File: src/rtl/amcal3_16bit_shift_mult.sv
// Approximate 16x16 multiplier back end: combines two 3-bit mantissas and
// leading-one positions from an LOD stage into a 32-bit approximate product.
// Three register stages with a single global stall driven by out_ready.
module amcal3_16bit_shift_mult (
    input  logic        clk,
    input  logic        rst,
    input  logic        in_valid,
    output logic        in_ready,
    input  logic [2:0]  a,
    input  logic [2:0]  b,
    input  logic [3:0]  ashift,
    input  logic [3:0]  bshift,
    input  logic        azero,
    input  logic        bzero,
    output logic        out_valid,
    input  logic        out_ready,
    output logic [31:0] p
);

    // Stage 1: captured operands
    logic       s1_valid_q, s1_valid_d;
    logic [2:0] s1_a_q, s1_a_d;
    logic [2:0] s1_b_q, s1_b_d;
    logic [3:0] s1_ashift_q, s1_ashift_d;
    logic [3:0] s1_bshift_q, s1_bshift_d;
    logic       s1_zero_q, s1_zero_d;

    // Stage 2: mantissa product and exponent sum
    logic       s2_valid_q, s2_valid_d;
    logic [7:0] s2_prod_q, s2_prod_d;
    logic [4:0] s2_sum_q, s2_sum_d;
    logic       s2_zero_q, s2_zero_d;

    // Stage 3: final product
    logic        out_valid_q, out_valid_d;
    logic [31:0] p_q, p_d;

    logic        advance;
    logic [7:0]  s1_prod;
    logic [4:0]  s1_sum;
    logic [31:0] s2_shifted;

    // Whole pipe freezes only when a result is waiting and not taken.
    assign advance   = !(out_valid_q && !out_ready);
    assign in_ready  = advance;
    assign out_valid = out_valid_q;
    assign p         = p_q;

    // Mantissa product (implicit leading one) and shift sum from stage-1 contents.
    always_comb begin
        s1_prod = {5'd1, s1_a_q} * {5'd1, s1_b_q};
        s1_sum  = {1'b0, s1_ashift_q} + {1'b0, s1_bshift_q};
    end

    // Product is scaled by 2^(sum-6); the right-shift branch truncates.
    always_comb begin
        s2_shifted = 32'd0;
        if (s2_zero_q) begin
            s2_shifted = 32'd0;
        end else if (s2_sum_q >= 5'd6) begin
            s2_shifted = {24'd0, s2_prod_q} << (s2_sum_q - 5'd6);
        end else begin
            s2_shifted = {24'd0, s2_prod_q} >> (5'd6 - s2_sum_q);
        end
    end

    // Next-state: hold everything on stall, otherwise shift the whole pipe by one.
    always_comb begin
        s1_valid_d  = s1_valid_q;
        s1_a_d      = s1_a_q;
        s1_b_d      = s1_b_q;
        s1_ashift_d = s1_ashift_q;
        s1_bshift_d = s1_bshift_q;
        s1_zero_d   = s1_zero_q;
        s2_valid_d  = s2_valid_q;
        s2_prod_d   = s2_prod_q;
        s2_sum_d    = s2_sum_q;
        s2_zero_d   = s2_zero_q;
        out_valid_d = out_valid_q;
        p_d         = p_q;
        if (advance) begin
            s1_valid_d  = in_valid;
            s1_a_d      = a;
            s1_b_d      = b;
            s1_ashift_d = ashift;
            s1_bshift_d = bshift;
            s1_zero_d   = azero | bzero;
            s2_valid_d  = s1_valid_q;
            s2_prod_d   = s1_prod;
            s2_sum_d    = s1_sum;
            s2_zero_d   = s1_zero_q;
            out_valid_d = s2_valid_q;
            p_d         = s2_shifted;
        end
    end

    // State registers with synchronous reset; reset wins over any offered transfer.
    always_ff @(posedge clk) begin
        if (rst) begin
            s1_valid_q  <= 1'b0;
            s1_a_q      <= 3'd0;
            s1_b_q      <= 3'd0;
            s1_ashift_q <= 4'd0;
            s1_bshift_q <= 4'd0;
            s1_zero_q   <= 1'b0;
            s2_valid_q  <= 1'b0;
            s2_prod_q   <= 8'd0;
            s2_sum_q    <= 5'd0;
            s2_zero_q   <= 1'b0;
            out_valid_q <= 1'b0;
            p_q         <= 32'd0;
        end else begin
            s1_valid_q  <= s1_valid_d;
            s1_a_q      <= s1_a_d;
            s1_b_q      <= s1_b_d;
            s1_ashift_q <= s1_ashift_d;
            s1_bshift_q <= s1_bshift_d;
            s1_zero_q   <= s1_zero_d;
            s2_valid_q  <= s2_valid_d;
            s2_prod_q   <= s2_prod_d;
            s2_sum_q    <= s2_sum_d;
            s2_zero_q   <= s2_zero_d;
            out_valid_q <= out_valid_d;
            p_q         <= p_d;
        end
    end

endmodule

File: config.mk
export PLATFORM = sky130hd
export DESIGN_NAME = amcal3_16bit_shift_mult
export DESIGN_NICKNAME = d
export VERILOG_FILES = /design/src/rtl/amcal3_16bit_shift_mult.sv
export SDC_FILE = /design/constraint.sdc
export NUM_CORES = 1
export LEC_CHECK = 0
export BUFFER_PORTS_ARGS = -buffer_cell sky130_fd_sc_hd__buf_2
export CAP_MARGIN = 25
export CORE_AREA = 4 4 87 89
export DETAILED_ROUTE_END_ITERATION = 16
export DIE_AREA = 0 0 91 93
export GPL_TIMING_DRIVEN = 0
export PLACE_DENSITY = 0.8
export SETUP_SLACK_MARGIN = 0.1
export SLEW_MARGIN = 20
export SYNTH_ARGS = -nofsm -noshare
export SYNTH_HDL_FRONTEND = slang
export SYNTH_SLANG_ARGS = --single-unit
File: constraint.sdc
create_clock -name clk -period 3.8 [get_ports clk]
set_input_delay 0.57 -clock clk [delete_from_list [all_inputs] [get_ports clk]]
set_output_delay 0.57 -clock clk [all_outputs]
set_load 0.01 [all_outputs]
==> results of run 1 <==
-- cell type report --
cell class / count / area [um^2]
Multi-Input combinational cell: 350 / 2410
Fill cell: 579 / 2290
Sequential cell: 64 / 1280
Timing Repair Buffer: 52 / 260
Buffer: 36 / 161
Clock buffer: 10 / 128
Tap cell: 80 / 100
Clock inverter: 6 / 83.8
Inverter: 10 / 37.5
-- power by group through the flow --
stage          sequential [W]  clock, W  combinational (W)
6_report             0.000730  0.000643           0.000395
5_1_grt              0.000733  0.000676           0.000430
4_1_cts              0.000728  0.000642           0.000382
3_5_place_dp         0.000744         0           0.000378
3_3_place_gp         0.000742         0           0.000370
2_1_floorplan        0.000739         0           0.000275
-- how the worst max path moves through the flow --
stage,startpoint,end,slack (ns),cells after the start
global placement,s1_a_q[2],s2_prod_q[6],1.05,8
finish,s1_b_q[2],s2_prod_q[6],0.97,8
global route,s1_b_q[2],s2_prod_q[6],0.73,8
floorplan,s1_a_q[1],s2_prod_q[6],1.16,8
CTS,s1_a_q[2],s2_prod_q[6],0.96,8
detailed placement,s1_a_q[2],s2_prod_q[6],0.98,8
-- kinds of logic after synthesis --
| family | Yosys count |
|---|---|
| mux | 25 |
| xor+xnor | 9 |
| buf+inv | 46 |
| compound gates | 114 |
| flops | 64 |
| simple gates | 178 |
| fa+ha+maj | 24 |
-- state kept, by name (all words and copies together), names as in the netlist --
register,cells
s1_ashift_q,4
p,32
s2_valid_q,1
s2_zero_q,1
s1_a_q,3
out_valid,1
s1_zero_q,1
s1_b_q,3
s2_prod_q,8
s2_sum_q,5
s1_bshift_q,4
s1_valid_q,1
-- placed cells by master, fill, tap and decap left out, drive strengths merged, types with 4 or more instances in the layout --
cell / instances
and2: 7
mux2i: 10
a21oi: 36
nand2: 80
mux4: 7
nor2: 20
ha: 18
xor2: 4
inv: 9
fa: 6
nand3: 24
nand4: 5
nor3: 7
nor2b: 8
mux2: 8
o221ai: 5
buf: 63
clkinv: 5
a22o: 7
xnor2: 5
o211ai: 7
dfxtp: 64
clkbuf: 35
a21o: 4
a211oi: 6
o21ai: 17
-- worst max-delay path, stage by stage, from the launching register on --
cell                       delay (ns)
sky130_fd_sc_hd__dfxtp_1         0.42
sky130_fd_sc_hd__and2_1          0.18
sky130_fd_sc_hd__fa_1            0.45
sky130_fd_sc_hd__fa_1            0.53
sky130_fd_sc_hd__fa_1            0.47
sky130_fd_sc_hd__a21o_1          0.19
sky130_fd_sc_hd__a21oi_1         0.17
sky130_fd_sc_hd__xnor2_1         0.09
sky130_fd_sc_hd__a211oi_1        0.24
-- per-stage QoR --
| step | power [W] | cells |
|---|---|---|
| CTS | 0.00175 | 608 |
| floorplan | 0.00101 | 460 |
| global placement | 0.00111 | 592 |
| global route | 0.00184 | 608 |
| detailed placement | 0.00112 | 592 |
| finish | 0.00177 | 608 |
-- routing by layer --
metal	vias to the layer above	share of wire (%)
li1	1800	-
met1	1830	43
met2	245	45
met4	0	2.1
met5	-	0
met3	35	10
==> flow_summary.json, run 1 <==
{
  "synth.top_cells.by_area": "sky130_fd_sc_hd__dfxtp_1 33%, sky130_fd_sc_hd__nand2_1 7.7%, sky130_fd_sc_hd__ha_1 5.8%",
  "area_of_the_die_mm2": 0.00846,
  "rows": 30,
  "worst_hold_path_type": "in -> reg",
  "layout.cell_area.non_filler_mm2": 0.00447,
  "die_width_um": 91,
  "syn_inst": 460,
  "groute.layer.met1.usage_pct": 37.4,
  "antenna_cells": 0,
  "synth-compound-area-share_pct": 20.2,
  "cts_post_setup_buffers_inserted": 0,
  "achievable-frequency_ghz": 0.354,
  "final-setup-viol-count": 0,
  "num_vias": 3910,
  "detailedRoute.firstIterationViolations": 588,
  "critPathCaptureType": "flop",
  "critical_path.max_fanout": 5,
  "post_route_clock_period_utilization_pct": 74.4,
  "final.setup.worst_slack_ns": 0.971,
  "synth_top_cells_by_count": "80 x sky130_fd_sc_hd__nand2_1, 64 x sky130_fd_sc_hd__dfxtp_1, 36 x sky130_fd_sc_hd__a21oi_1, 24 x sky130_fd_sc_hd__clkbuf_1, 24 x sky130_fd_sc_hd__nand3_1",
  "seq_power_share_pct": 41.3,
  "number_of_synthesized_flops_with_an_enable_pin": 0,
  "core_area_mm2": 0.00676,
  "switching_power_w": 0.000553,
  "synth-xor-area-share_pct": 2.02,
  "postCtsResizedCells": 0,
  "ctsHtreeMaxLevel": 3,
  "remaining_antenna_violation_count_after_routing": 0,
  "tritoncts_num_sinks": 64,
  "groute.layer.met3.usage_pct": 7.08,
  "met2_usage_pct": 42.0,
  "area_growth_pct": 14.7,
  "vias_per_cell": 6.43,
  "grt.busiest_layer": "met2",
  "hold-worst-slack_ns": 0.433,
  "grt_setup_unrepaired": "no",
  "cts_tree": "yes",
  "r2r_slack_ns": 0.97,
  "drt_drc_violations_left": 0,
  "post-synth-top-count-cell": "sky130_fd_sc_hd__nand2_1",
  "cts_max_path_buffers": 2,
  "gr-usage-all-layers_pct": 27.4,
  "boundaryPins": 54,
  "drv_cap": 0,
  "seq_area_frac_synth_pct": 32.9,
  "comb_power_share_pct": 22.4,
  "postRouteWirelength_mm": 11.3,
  "synth_area_per_cell_um2": 8.47,
  "worstSetupStartpointType": "flop",
  "post-synth-top-area-cell": "sky130_fd_sc_hd__dfxtp_1",
  "synthSimpleGateAreaFrac_pct": 22.0,
  "timing.clock.skew_ns": 0.00621,
  "number_of_register_bits_inferred_by_synthesis": 64,
  "yosys.cell_types.count": 63,
  "mux_cell_area_share_after_synthesis_pct": 8.93,
  "total_clock_buffers_created_by_cts": 9,
  "path_clk_slew_ns": 0.07,
  "worst_r2r_endpoint": "s2_prod_q[6]",
  "detailedPlacementHpwl_mm": 8.26,
  "max_slew_margin_pct": 43.1,
  "cts-root-buf": "sky130_fd_sc_hd__clkbuf_8",
  "globalRouteOverflowTotal": 0,
  "finalCoreUtilization_pct": 66.1,
  "share_of_cells_above_drive_strength_1_pct": 18.9,
  "p_leak_nw": 1.91,
  "hold_violations": 0,
  "first_pass_iters": 5,
  "result_of_the_run": "finished clean",
  "worst_pin_slew_ns": 0.848,
  "rr_startpoint": "s1_b_q[2]",
  "detail_route.wl_per_cell_um": 18.6,
  "dp_slack_ns": 0.983,
  "finalWorstPathRequiredPeriod_ns": 2.83,
  "ff2ff_path_depth": 8,
  "grt_pass1_wl_mm": 18.6,
  "critical_path_arrival_ns": 3.09,
  "worstHoldPathCells": 2,
  "ys.flop_type": "sky130_fd_sc_hd__dfxtp_1",
  "initial_core_utilization_pct": 57.6,
  "async_reset_ff_share_pct": 0,
  "power_report.internal_total_w": 0.00121,
  "area_of_the_mapped_netlist_mm2": 0.00389,
  "chipHeight_um": 93,
  "synth_largest_type_area_fraction_pct": 32.9,
  "worst-setup-path-type": "reg -> reg",
  "cp.required_ns": 4.06,
  "synth_adder_area_share_pct": 8.87,
  "grt_max_degree": 12,
  "largest_family_of_logic_cells_by_synthesized_area": "simple AND/OR/NAND/NOR gates",
  "postSynthNetCount": 504,
  "power_per_cell_area_mw_per_mm2": 396,
  "source_of_the_worst_hold_timing_path": "rst",
  "placed_cell_area_mm2": 0.00426,
  "vias_in_the_first_global_route": 3726,
  "setup-tns-final_ns": 0,
  "worst_vdd_drop_mv": 0.251,
  "finalMaxSlewViolations": 0,
  "post_layout_nets": 567,
  "finalWeightedCongestion": 0.987,
  "portBuffers": 52,
  "clock_power_share_pct": 36.4,
  "number_of_antenna_violations_at_the_first_check_in_global_routing": 0,
  "ys_warns": 0,
  "p_sw_share_pct": 31.3,
  "clkLatencyLatePin_ns": 0.35,
  "postCtsHoldBufs": 0,
  "hold-path-endpoint": "s1_zero_q"
}
(Power assumes the default switching activity.)
==> run 2: changes to the inputs <==
clock period = 2.72 ns   (was 3.8 ns; I/O delays follow)
==> run 2 against run 1 <==
- global-route usage is 0.66 points lower
- wire length is 0.87% lower
- setup slack worse by 0.84 ns
- combinational power is 45% higher
- via count is 0.46% higher
- clock skew is 0.0039 ns higher
- worst hold slack worse by 0.15 ns
- critical endpoint unchanged
- highest routed layer unchanged
==> flow_summary.json, run 2 (synthesized netlist as in run 1, its figures left out) <==
{
  "worst_hold_path_type": "in -> reg",
  "worst-setup-path-type": "reg -> reg",
  "detail_route.wl_per_cell_um": 18.4,
  "drv_cap": 0,
  "cts_max_path_buffers": 2,
  "detailedRoute.firstIterationViolations": 393,
  "finalWorstPathRequiredPeriod_ns": 2.59,
  "worstSetupStartpointType": "flop",
  "result_of_the_run": "finished clean",
  "postCtsHoldBufs": 0,
  "worstHoldPathCells": 2,
  "total_clock_buffers_created_by_cts": 9,
  "grt_max_degree": 12,
  "antenna_cells": 0,
  "cts-root-buf": "sky130_fd_sc_hd__clkbuf_8",
  "slowest_stage": "sky130_fd_sc_hd__fa_1",
  "cp_slowest_stage_delay_ns": 0.53,
  "max_slew_margin_pct": 47.7,
  "path_cells": "and2_4 -> fa_1 -> fa_1 -> fa_2 -> a21o_1 -> a21oi_2 -> xnor2_1 -> a211oi_1",
  "initial_core_utilization_pct": 57.6,
  "worst_r2r_endpoint": "s2_prod_q[6]",
  "detailedPlacementHpwl_mm": 8.23,
  "postRouteWirelength_mm": 11.2,
  "rows": 30,
  "final-setup-viol-count": 0,
  "cp_common_cell": "sky130_fd_sc_hd__fa_1",
  "finalCoreUtilization_pct": 66.7,
  "area_of_the_die_mm2": 0.00846,
  "switching_power_w": 0.000775,
  "power_per_cell_area_mw_per_mm2": 515,
  "share_of_cells_above_drive_strength_1_pct": 21.9,
  "post_layout_nets": 569,
  "source_of_the_worst_hold_timing_path": "rst",
  "portBuffers": 52,
  "num_vias": 3928,
  "largest_register_ff_count": 32,
  "timing.clock.skew_ns": 0.0101,
  "clkLatencyLatePin_ns": 0.35,
  "worst_pin_slew_ns": 0.779,
  "post_route_clock_period_utilization_pct": 95.3,
  "number_of_antenna_violations_at_the_first_check_in_global_routing": 0,
  "die_width_um": 91,
  "area_growth_pct": 15.7,
  "power_report.internal_total_w": 0.00155,
  "ff2ff_path_depth": 8,
  "globalRouteOverflowTotal": 0,
  "p_sw_share_pct": 33.4,
  "achievable-frequency_ghz": 0.386,
  "hold_violations": 0,
  "grt_setup_unrepaired": "yes",
  "mostFrequentLayoutCells": "80 x sky130_fd_sc_hd__nand2_1, 60 x sky130_fd_sc_hd__buf_2, 60 x sky130_fd_sc_hd__dfxtp_1",
  "clock_power_share_pct": 31.6,
  "first_pass_iters": 5,
  "ctsHtreeMaxLevel": 3,
  "critPathCaptureType": "flop",
  "cp.required_ns": 2.92,
  "rr_startpoint": "s1_a_q[2]",
  "grt_pass1_wl_mm": 18.2,
  "tritoncts_num_sinks": 64,
  "remaining_antenna_violation_count_after_routing": 0,
  "worst_vdd_drop_mv": 0.410,
  "hold-worst-slack_ns": 0.282,
  "vias_per_cell": 6.44,
  "boundaryPins": 54,
  "layout_commonest_cell": "sky130_fd_sc_hd__nand2_1",
  "critical_path_arrival_ns": 2.80,
  "hold-path-endpoint": "s1_zero_q",
  "p_leak_nw": 1.89,
  "critical_path.max_fanout": 2,
  "finalMaxSlewViolations": 0,
  "comb_power_share_pct": 24.6,
  "path_clk_slew_ns": 0.07,
  "gr-usage-all-layers_pct": 26.8,
  "finalWeightedCongestion": 0.994,
  "chipHeight_um": 93,
  "drt_drc_violations_left": 0,
  "core_area_mm2": 0.00676,
  "r2r_slack_ns": 0.13,
  "cts_tree": "yes",
  "seq_power_share_pct": 43.8,
  "vias_in_the_first_global_route": 3658
}
-- run 2: cell count changes in the layout (fill, tap and decap cells not counted), moves of 3 or more --
| cell | previous run | this run |
|---|---|---|
| sky130_fd_sc_hd__ha_1 | 18 | 15 |
| sky130_fd_sc_hd__clkinvlp_4 | 0 | 3 |
| sky130_fd_sc_hd__buf_4 | 2 | 5 |
| sky130_fd_sc_hd__dfxtp_1 | 64 | 60 |
-- run 2: worst max path at each step --
| stage | start | end | slack, ns | depth (start not counted) |
|---|---|---|---|---|
| global placement | s1_a_q[2] | s2_prod_q[6] | 0.006 | 8 |
| CTS | s1_a_q[2] | s2_prod_q[7] | 0.11 | 8 |
| detailed placement | s1_a_q[2] | s2_prod_q[6] | -0.08 | 8 |
| finish | s1_a_q[2] | s2_prod_q[6] | 0.13 | 8 |
| floorplan | s1_a_q[1] | s2_prod_q[6] | 0.10 | 8 |
| global route | s1_a_q[2] | s2_prod_q[6] | 0.003 | 9 |
-- run 2: timing repair --
action | CTS | global route
gates resized for setup | 11 | 5
pin swaps | 7 | 2
setup buffers | 3 | 0
gates cloned | 0 | 0
setup endpoints to repair | 3 | 17
-- run 2: final cells by class --
cell class / instances / area (um^2)
plain buffers: 35 / 158
clock buffers: 11 / 141
clock inverters: 5 / 32.5
fillers: 561 / 2250
inverters: 10 / 37.5
multi-input cells: 350 / 2460
flip-flops and latches: 64 / 1290
well taps: 80 / 100
repair buffers: 55 / 283
-- run 2: metrics by stage --
step | total power (W) | setup TNS, ns | cells | instance area (um^2) | setup slack, ns
floorplan | 0.00142 | 0 | 460 | 3890 | 0.105
global placement | 0.00155 | 0 | 592 | 4260 | 0.00623
detailed placement | 0.00157 | -0.109 | 592 | 4260 | -0.0798
CTS | 0.00229 | 0 | 611 | 4490 | 0.107
global route | 0.00242 | 0 | 610 | 4510 | 0.00275
finish | 0.00232 | 0 | 610 | 4510 | 0.129
-- run 2: power groups by stage --
stage / logic, W / registers [W] / clock network, W
after floorplan: 0.000384 / 0.00103 / 0
after global placement: 0.000512 / 0.00104 / 0
after detailed placement: 0.000526 / 0.00104 / 0
after CTS: 0.000545 / 0.00101 / 0.000732
after global routing: 0.000618 / 0.00102 / 0.000777
final: 0.000571 / 0.00102 / 0.000735
-- run 2: per-layer routing --
layer	vias up	track usage, %	share of wire, %
met5	-	0	0
met4	0	8.92	2.2
met3	42	7.72	10
met2	231	42.7	46
met1	1841	34.9	42
li1	1814	-	-
-- run 2: worst max-delay path: cells and delay by family, from the launching register on --
kind,cells,cell delay (ns)
DFF,1,0.35
and+or+nand+nor,1,0.14
adders and majority gates,3,1.37
AOI/OAI and AO/OA,3,0.44
xor gates and xnor gates,1,0.15
